**src/rtl/tm1638_disp.sv**
```systemverilog
// Decimal display back-end for an 8-digit TM1638 module: captures a 16-bit value,
// converts it to BCD, encodes 7-segment patterns and writes a full frame on STB/CLK/DIO.
module tm1638_disp #(
  parameter int         CLK_DIV = 50,
  parameter logic [2:0] BRIGHT  = 3'd7
) (
  input  logic        clk,
  input  logic        rst,
  input  logic [15:0] bin,
  input  logic        bin_valid,
  output logic        busy,
  output logic        STB,
  output logic        CLK,
  inout  wire         DIO
);
  localparam int               DIV_W    = $clog2(CLK_DIV);
  localparam logic [DIV_W-1:0] DIV_LAST = DIV_W'(CLK_DIV - 1);

  typedef enum logic [2:0] {IDLE, CONV, ENC, G1, GAP, G2, G3} state_t;
  typedef enum logic [1:0] {PH_LEAD, PH_LOW, PH_HIGH, PH_TAIL} phase_t;

  state_t           state_reg, state_next;
  phase_t           phase_reg, phase_next;
  logic [DIV_W-1:0] div_reg, div_next;
  logic [2:0]       bit_reg, bit_next;
  logic [4:0]       byte_reg, byte_next;
  logic [3:0]       step_reg, step_next;
  logic [35:0]      dd_reg, dd_next;
  logic [63:0]      seg_reg, seg_next;
  logic             stb_reg, stb_next;
  logic             sclk_reg, sclk_next;
  logic             dio_reg, dio_next;
  logic             busy_reg, busy_next;

  logic             accept;
  logic             in_group;
  logic             slot_end;
  logic [19:0]      bcd_adj;
  logic [35:0]      dd_step;
  logic [63:0]      seg_enc;
  logic [7:0]       cur_byte;
  logic [7:0]       adv_byte;
  logic [4:0]       last_byte;

  function automatic logic [7:0] seg7(input logic [3:0] d);
    case (d)
      4'd0:    seg7 = 8'h3F;
      4'd1:    seg7 = 8'h06;
      4'd2:    seg7 = 8'h5B;
      4'd3:    seg7 = 8'h4F;
      4'd4:    seg7 = 8'h66;
      4'd5:    seg7 = 8'h6D;
      4'd6:    seg7 = 8'h7D;
      4'd7:    seg7 = 8'h07;
      4'd8:    seg7 = 8'h7F;
      4'd9:    seg7 = 8'h6F;
      default: seg7 = 8'h00;
    endcase
  endfunction

  // Byte idx of the current group; in G2 idx 0 is the address command, idx k is RAM address k-1.
  function automatic logic [7:0] frame_byte(input state_t st, input logic [4:0] idx,
                                            input logic [63:0] segs);
    logic [4:0] addr;
    addr       = idx - 5'd1;
    frame_byte = 8'h00;
    case (st)
      G1: frame_byte = 8'h40;
      G2: begin
        if (idx == 5'd0)
          frame_byte = 8'hC0;
        else if (!addr[0])
          frame_byte = segs[{addr[3:1], 3'b000} +: 8];
      end
      G3:      frame_byte = {5'b10001, BRIGHT};
      default: frame_byte = 8'h00;
    endcase
  endfunction

  for (genvar gi = 0; gi < 5; gi++) begin : g_dabble
    assign bcd_adj[4*gi +: 4] = (dd_reg[16+4*gi +: 4] >= 4'd5) ?
                                dd_reg[16+4*gi +: 4] + 4'd3 : dd_reg[16+4*gi +: 4];
  end
  assign dd_step = {bcd_adj[18:0], dd_reg[15:0], 1'b0};

  // Digit gi (gi=0 is units) lands on grid 8-gi; a digit is blank when it and every higher digit are zero.
  for (genvar gi = 0; gi < 5; gi++) begin : g_digit
    logic [3:0] digit;
    assign digit = dd_reg[16+4*gi +: 4];
    if (gi == 0) begin : g_units
      assign seg_enc[8*(7-gi) +: 8] = seg7(digit);
    end else begin : g_upper
      assign seg_enc[8*(7-gi) +: 8] = (|dd_reg[35:16+4*gi]) ? seg7(digit) : 8'h00;
    end
  end
  assign seg_enc[23:0] = '0;

  assign accept    = bin_valid && !busy_reg;
  assign in_group  = (state_reg == G1) || (state_reg == G2) || (state_reg == G3) || (state_reg == GAP);
  assign slot_end  = in_group && (div_reg == DIV_LAST);
  assign last_byte = (state_reg == G2) ? 5'd16 : 5'd0;
  assign cur_byte  = frame_byte(state_reg, byte_reg, seg_reg);
  assign adv_byte  = frame_byte(state_reg, byte_reg + 5'd1, seg_reg);

  always_comb begin
    state_next = state_reg;
    phase_next = phase_reg;
    div_next   = '0;
    bit_next   = bit_reg;
    byte_next  = byte_reg;
    step_next  = step_reg;
    dd_next    = dd_reg;
    seg_next   = seg_reg;
    stb_next   = stb_reg;
    sclk_next  = sclk_reg;
    dio_next   = dio_reg;
    busy_next  = accept || (state_reg != IDLE);
    if (in_group)
      div_next = slot_end ? '0 : div_reg + DIV_W'(1);

    case (state_reg)
      IDLE: begin
        if (accept) begin
          state_next = CONV;
          dd_next    = {20'd0, bin};
          step_next  = 4'd0;
        end
      end
      CONV: begin
        dd_next   = dd_step;
        step_next = step_reg + 4'd1;
        if (step_reg == 4'd15)
          state_next = ENC;
      end
      ENC: begin
        seg_next   = seg_enc;
        state_next = G1;
        phase_next = PH_LEAD;
        bit_next   = 3'd0;
        byte_next  = 5'd0;
        stb_next   = 1'b0;
      end
      // Two half-period slots with STB high; byte_reg still tells which group came before.
      GAP: begin
        if (slot_end) begin
          if (phase_reg == PH_LOW) begin
            phase_next = PH_HIGH;
          end else begin
            state_next = (byte_reg == 5'd0) ? G2 : G3;
            phase_next = PH_LEAD;
            bit_next   = 3'd0;
            byte_next  = 5'd0;
            stb_next   = 1'b0;
          end
        end
      end
      default: begin
        if (slot_end) begin
          case (phase_reg)
            PH_LEAD: begin
              phase_next = PH_LOW;
              sclk_next  = 1'b0;
              dio_next   = cur_byte[0];
            end
            PH_LOW: begin
              phase_next = PH_HIGH;
              sclk_next  = 1'b1;
            end
            PH_HIGH: begin
              if (bit_reg == 3'd7 && byte_reg == last_byte) begin
                phase_next = PH_TAIL;
              end else begin
                phase_next = PH_LOW;
                sclk_next  = 1'b0;
                if (bit_reg == 3'd7) begin
                  bit_next  = 3'd0;
                  byte_next = byte_reg + 5'd1;
                  dio_next  = adv_byte[0];
                end else begin
                  bit_next = bit_reg + 3'd1;
                  dio_next = cur_byte[bit_reg + 3'd1];
                end
              end
            end
            default: begin
              stb_next = 1'b1;
              dio_next = 1'b1;
              if (state_reg == G3) begin
                state_next = IDLE;
              end else begin
                state_next = GAP;
                phase_next = PH_LOW;
              end
            end
          endcase
        end
      end
    endcase
  end

  always_ff @(posedge clk) begin
    if (!rst) begin
      state_reg <= IDLE;
      phase_reg <= PH_LEAD;
      div_reg   <= '0;
      bit_reg   <= 3'd0;
      byte_reg  <= 5'd0;
      step_reg  <= 4'd0;
      dd_reg    <= '0;
      seg_reg   <= '0;
      stb_reg   <= 1'b1;
      sclk_reg  <= 1'b1;
      dio_reg   <= 1'b1;
      busy_reg  <= 1'b0;
    end else begin
      state_reg <= state_next;
      phase_reg <= phase_next;
      div_reg   <= div_next;
      bit_reg   <= bit_next;
      byte_reg  <= byte_next;
      step_reg  <= step_next;
      dd_reg    <= dd_next;
      seg_reg   <= seg_next;
      stb_reg   <= stb_next;
      sclk_reg  <= sclk_next;
      dio_reg   <= dio_next;
      busy_reg  <= busy_next;
    end
  end

  assign busy = busy_reg;
  assign STB  = stb_reg;
  assign CLK  = sclk_reg;
  assign DIO  = dio_reg;
endmodule

```
**config.mk**
```make
export PLATFORM = sky130hd
export DESIGN_NAME = tm1638_disp
export DESIGN_NICKNAME = d
export VERILOG_FILES = /design/src/rtl/tm1638_disp.sv
export SDC_FILE = /design/constraint.sdc
export NUM_CORES = 1
export LEC_CHECK = 0
export ABC_AREA = 1
export BUFFER_PORTS_ARGS = -buffer_cell sky130_fd_sc_hd__buf_2
export CAP_MARGIN = 5
export CORE_UTILIZATION = 45
export CTS_CLUSTER_SIZE = 20
export DETAILED_ROUTE_END_ITERATION = 7
export GPL_TIMING_DRIVEN = 0
export SLEW_MARGIN = 10
export SYNTH_ARGS = -nofsm -noshare
export SYNTH_HDL_FRONTEND = slang
export SYNTH_SLANG_ARGS = --single-unit
```
**constraint.sdc**
```tcl
create_clock -name clk -period 2.7 [get_ports clk]
set_input_delay 0 -clock clk [delete_from_list [all_inputs] [get_ports clk]]
set_output_delay 0 -clock clk [all_outputs]
set_load 0.02 [all_outputs]
```
### Yosys cells after proc, flatten, opt, wreduce, memory -nomap -nowiden

Memories as Yosys holds them, arrays and structs flattened. A register that Yosys moved wholly into a read port is not among the register bits.
Index checks and enable logic that the tools add are counted.

| storage, ports and cells | value |
|---|---|
| ROM bits | 560 |
| word-level logic and storage cells | 168 |
| flip-flop bits (word level) | 103 |
| memories kept | 5 |
| output and inout bits | 4 |
| input bits | 19 |

| operators by class | value |
|---|---|
| eq/ne operators | 21 |
| shift operators | 2 |
| $lt $le $gt $ge | 6 |
| reduce and logical (&&, ||, !) cells | 36 |
| bitwise gates (word level) | 5 |
| muxes and demuxes | 70 |
| $add $sub $neg | 11 |

Memories:

| name | depth | bits a word | rd ports | clocked after memory_dff | write ports | line | text |
|---|---|---|---|---|---|---|---|
| (name not given) | 16 | 7 | 1 | 1 | 0 | 46 | `case (d)` |
| (name not given) | 16 | 7 | 1 | 1 | 0 | 46 |  |
| (name not given) | 16 | 7 | 1 | 1 | 0 | 46 |  |
| (name not given) | 16 | 7 | 1 | 1 | 0 | 46 |  |
| (name not given) | 16 | 7 | 1 | 1 | 0 | 46 |  |

Operator list:

| kind | number |
|---|---|
| $pmux 36 s2 | 1 |
| $shiftx 64x7->1 | 1 |
| $shiftx 64x7->8 | 1 |
| $mux 4 | 13 |
| $mux 8 | 6 |
| $mux 3 | 14 |
| $mux 36 | 1 |
| $mux 5 | 7 |
| $pmux 8 s3 | 1 |
| $ge 4x3->1 const B | 5 |
| $add 4x2->4 const B | 4 |
| $reduce_or 16->1 | 1 |
| $pmux 5 s3 | 1 |
| $eq 3x3->1 const B | 4 |
| $mux 2 | 6 |
| $pmux 1 s3 | 4 |
| $pmux 2 s3 | 2 |
| $pmux 3 s4 | 1 |
| $reduce_and 4->1 | 3 |
| $reduce_and 6->1 | 2 |
| $reduce_bool 3->1 | 4 |
| $reduce_or 12->1 | 1 |
| $logic_not 5->1 | 2 |
| $mux 1 | 10 |
| other kinds (37) | 56 |

### Longest topological paths before layout

| logic depth | value |
|---|---|
| word-level depth | 10 |
| mapped depth | 21 |
| depth with buffers taken out | 20 |

### Worst setup path after synthesis

No wires, ideal clock.

| timing | value |
|---|---|
| kind | register to register |
| start | register byte_reg[0] |
| end | register dio_reg, in the netlist DIO |
| period minus slack after synthesis | 2.195 ns |
| library setup time | 0.115 ns |
| path slack | 0.505 ns |
| path buffers | 2 |
| arrival | 2.081 ns |
| required time | 2.585 ns |
| cell stages (with the launch flop) | 19 |
| path through | dfxtp_1 -> inv_1 -> ha_1 -> buf_2 -> inv_1 -> clkbuf_1 -> nand2_1 -> o211ai_1 -> nand2_1 -> nand2_1 -> nand2_1 -> a21boi_0 -> nand2_1 -> nand2_1 -> nand2_1 -> nand2_1 -> nand2_1 -> nand2_1 -> nand2_1 |

| between the ends | value |
|---|---|
| cells in the longest elaborated chain, start to end | 10 |
| elaborated cells on any way between the ends | 22 |
| classes of those cells | add/sub (3); eq/ne (2); shift (2); mux (11); reduce/logical (4) |

Ends and longest elaborated chain:

| what | line | text |
|---|---|---|
| from (decl) | 26 | `logic [4:0] byte_reg, byte_next;` |
| from (signal assigned) | 220 | `byte_reg <= byte_next;` |
| branches (longest 10 deep; another with $add 5x1->5) | - |  |
| to (signal assigned) | 226 | `dio_reg <= dio_next;` |
| to (decl) | 32 | `logic dio_reg, dio_next;` |

Several ways; the timed one is not identified. The select of a mux whose other input is x is not followed.
A chain may end at the register's enable or synchronous reset.

==> results.yml <==
floorplanning:
  pin_count: 23
  die_w_um: 123.6
  core_um2: 14480
  die_h_um: 123.6
  die_area_um2: 15270
  row_count: 44
  start_util_pct: 45.94
routing:
  drc_errors: 0
  drt-total-wl_um: 16600
  wl_per_cell_um: 13.90
  via_count: 6070
  ant_nets: 0
  avgViaCountPerCell: 5.084
  drt_first_pass_iters: 7
  drtIter0Drc: 422
synth:
  syn-num-nets: 1009
  synthMuxAreaShare_pct: 0
  synth_xor_area_share_pct: 1.185
  synth-seq-area-share_pct: 37.92
  netlist_area_um2: 6651
  synth_top_family_by_area: "simple AND/OR/NAND/NOR gates"
  synth_cell_types: 40
  synth-simple-area-share_pct: 23.66
  yosys_warnings: 0
  synthCells: 936
  synth_compound_area_share_pct: 19.47
  ys_seq_elements: 126
  synth-adder-area-share_pct: 10.16
  synth_area_per_cell_um2: 7.106
power:
  power.density_nw_per_um2: 809.2
  p_leak_nw: 3.401
  ir_drop_mv: 0.5225
sta:
  hold_violations: 0
  fin_crit_sh_pct: 92.62
  setup-tns-final_ns: 0
  relSlewSlack_pct: 46.76
  skew_ns: 0.01011
  setup_violations: 0
  worstMarginPinSlew_ns: 0.7986
  period_minus_slack_ns: 2.501
  setup_ws_ns: 0.1994
  grt_setup_unrepaired: "yes"
  drv_slew: 0
  max_freq_mhz: 399.9
  holdWs_ns: 0.2582
outcome:
  status: "finished, final reports clean"
placed_design:
  post-dp-hpwl_um: 11780
  gp_congestion: 0.8369
  preCtsSetupSlack_ns: -0.02270
  io_buffers: 21
  placed_area_um2: 6987
clock_tree:
  cts_tree: "done"
  clock_sinks: 126
  clockBufferDepth: 2
  cts_inserted_buffers: 17
  clk_transition_reported_paths_ns: 0.06
  cts-root-buf: "clkbuf_16"
  htreeDepth: 4
  insertion_delay_ns: 0.42
finish:
  nNetsFinal: 1070
  fillerInstances: 1459
  layout_common_cells: "nand2_1 (236), dfxtp_1 (125), o21ai_0 (104)"
  syn2layout_area_growth_pct: 17.12
  diodes: 0
  drive_above_1_share_pct: 8.713
  final_area_um2: 7790
  final_common_cell: "nand2_1"
critical_path:
  r2r-start: "dd_reg[28]$_SDFFE_PN0P_"
  worst-path-max-fanout: 7
  cpMostUsedCell: "nand2_1"
  cp_num_buf_inv: 2
  endpoint_kind: "flip-flop"
  critPathArrivalTime_ns: 2.86
  path_depth: 14
  required_ns: 3.06
  worstSetupStartpointType: "flip-flop"
  path_class: "reg -> reg"
  critPathLaunch: "dd_reg[28]$_SDFFE_PN0P_"
  reg2reg_depth: 14
  path_delay_family: "simple AND/OR/NAND/NOR gates"
  cp_slowest_stage_delay_ns: 0.44
  slowest_stage: "dfxtp_1"
  path_cells: "inv_1 > ha_1 > or2_2 > nand2_1 > a21oi_1 > o21ai_0 > o21ai_0 > nand2_1 > inv_1 > ha_1 > or2_2 > o21ai_0 > nand2_1 > nand2_1"
  rrSetupSlack_ns: 0.20
global_routing:
  overflow: 0
  grt_use_total_pct: 22.92
  grt_antenna_before_repair: 0
  grt_max_degree: 17
  grt_pass1_vias: 5440
  grt_pass1_wl_um: 26700
worst_hold_path:
  hold_class: "in -> reg"
  holdPathStages: 3
  hold_end: "DIO$_SDFFE_PN1P_"
  hp-start: "DIO"
job:
  drv_cap: 0
## layout make-up
class | count | area, um^2 | area share (%)
plain buffers | 38 | 167.7 | 2.152
clock buffers | 22 | 464.2 | 5.959
clock inverters | 10 | 113.9 | 1.462
inverters | 92 | 345.3 | 4.433
multi-input cells | 680 | 3632 | 46.63
flip-flops and latches | 126 | 2524 | 32.40
well taps | 184 | 230.2 | 2.955
repair buffers | 42 | 312.8 | 4.015
## synthesized netlist by cell type
cell type / instances / area, um^2
nand2_1: 238 / 893.4
dfxtp_1: 126 / 2522
o21ai_0: 104 / 520.5
a21oi_1: 88 / 440.4
inv_1: 88 / 330.3
nor2_1: 58 / 217.7
ha_1: 54 / 675.7
nand3_1: 48 / 240.2
clkbuf_1: 25 / 93.84
a31oi_1: 18 / 112.6
buf_2: 8 / 40.04
or2_2: 8 / 50.05
a211oi_1: 7 / 52.55
xor2_1: 7 / 61.31
o22ai_1: 6 / 37.54
o211ai_1: 5 / 37.54
buf_1: 4 / 15.01
inv_2: 4 / 15.01
nor3_1: 4 / 20.02
or2_1: 4 / 25.02
nand2_2: 3 / 18.77
a221oi_1: 2 / 17.52
nand4_1: 2 / 12.51
nor2_2: 2 / 12.51
nor2_4: 2 / 22.52
nor3_2: 2 / 20.02
nor3b_1: 2 / 15.01
o21ai_1: 2 / 10.01
o311ai_0: 2 / 17.52
or2_0: 2 / 12.51
xnor2_1: 2 / 17.52
a21boi_0: 1 / 7.510
a22oi_1: 1 / 7.510
a32oi_1: 1 / 8.760
buf_6: 1 / 11.26
nand3b_1: 1 / 7.510
nor4_1: 1 / 6.260
o21a_1: 1 / 7.510
o21ai_2: 1 / 8.760
o221ai_1: 1 / 8.760
## per-stage QoR
step / total power (W) / util (%) / cells
final: 0.006304 / 53.80 / 1194
after global placement: 0.004067 / 48.25 / 1141
after detailed placement: 0.004066 / 48.25 / 1141
after global routing: 0.006657 / 53.80 / 1194
after floorplan: 0.003533 / - / 936
after CTS: 0.006327 / 53.63 / 1193
## power breakdown
part | switching, W | internal [W] | leakage (nW)
Sequential | 0.000176 | 0.00216 | 1.02
Clock | 0.000821 | 0.00140 | 0.272
Combinational | 0.00120 | 0.000545 | 2.10
## logic make-up (layout without fill, tap and decap cells)
group	after synthesis	count (layout)
AO/OA/AOI/OAI	240	240
AND/OR/NAND/NOR	377	377
flip-flops	126	126
buffers and inverters	130	204
adder cells (fa/ha/maj)	54	54
XOR/XNOR	9	9
## repair_timing
action                                 in CTS  in global routing
gates resized for setup                     1                 10
endpoints found under the hold margin      21                  0
setup endpoints to repair                   2                 10
buffers inserted                            0                  1
hold buffers                               20                  0
pin swaps                                   1                  1
cloned                                      0                  0
## worst register-to-register path: stages (launching register included)
cell	delay, ns
dfxtp_1	0.44
inv_1	0.10
ha_1	0.21
or2_2	0.30
nand2_1	0.15
a21oi_1	0.08
o21ai_0	0.07
o21ai_0	0.10
nand2_1	0.20
inv_1	0.12
ha_1	0.19
or2_2	0.30
o21ai_0	0.08
nand2_1	0.07
nand2_1	0.05
## per-layer routing
| layer | wire length [um] | GRT usage [%] | share of wire (%) | vias to the layer above |
|---|---|---|---|---|
| met4 | 228 | 7.304 | 1.4 | 0 |
| met2 | 7582 | 35.58 | 46 | 89 |
| met1 | 8352 | 31.70 | 50 | 2737 |
| li1 | - | - | - | 3221 |
| met5 | 0 | 0 | 0 | - |
| met3 | 436 | 4.762 | 2.6 | 23 |
## worst max-delay path by stage
stage                       end  slack, ns
2_1_floorplan  DIO$_SDFFE_PN1P_       0.50
3_3_place_gp          flip-flop      -0.03
3_5_place_dp          flip-flop      -0.02
4_1_cts               flip-flop       0.05
5_1_grt               flip-flop      -0.04
6_report              flip-flop       0.20
No activity file was read; power rests on OpenSTA's default activity.
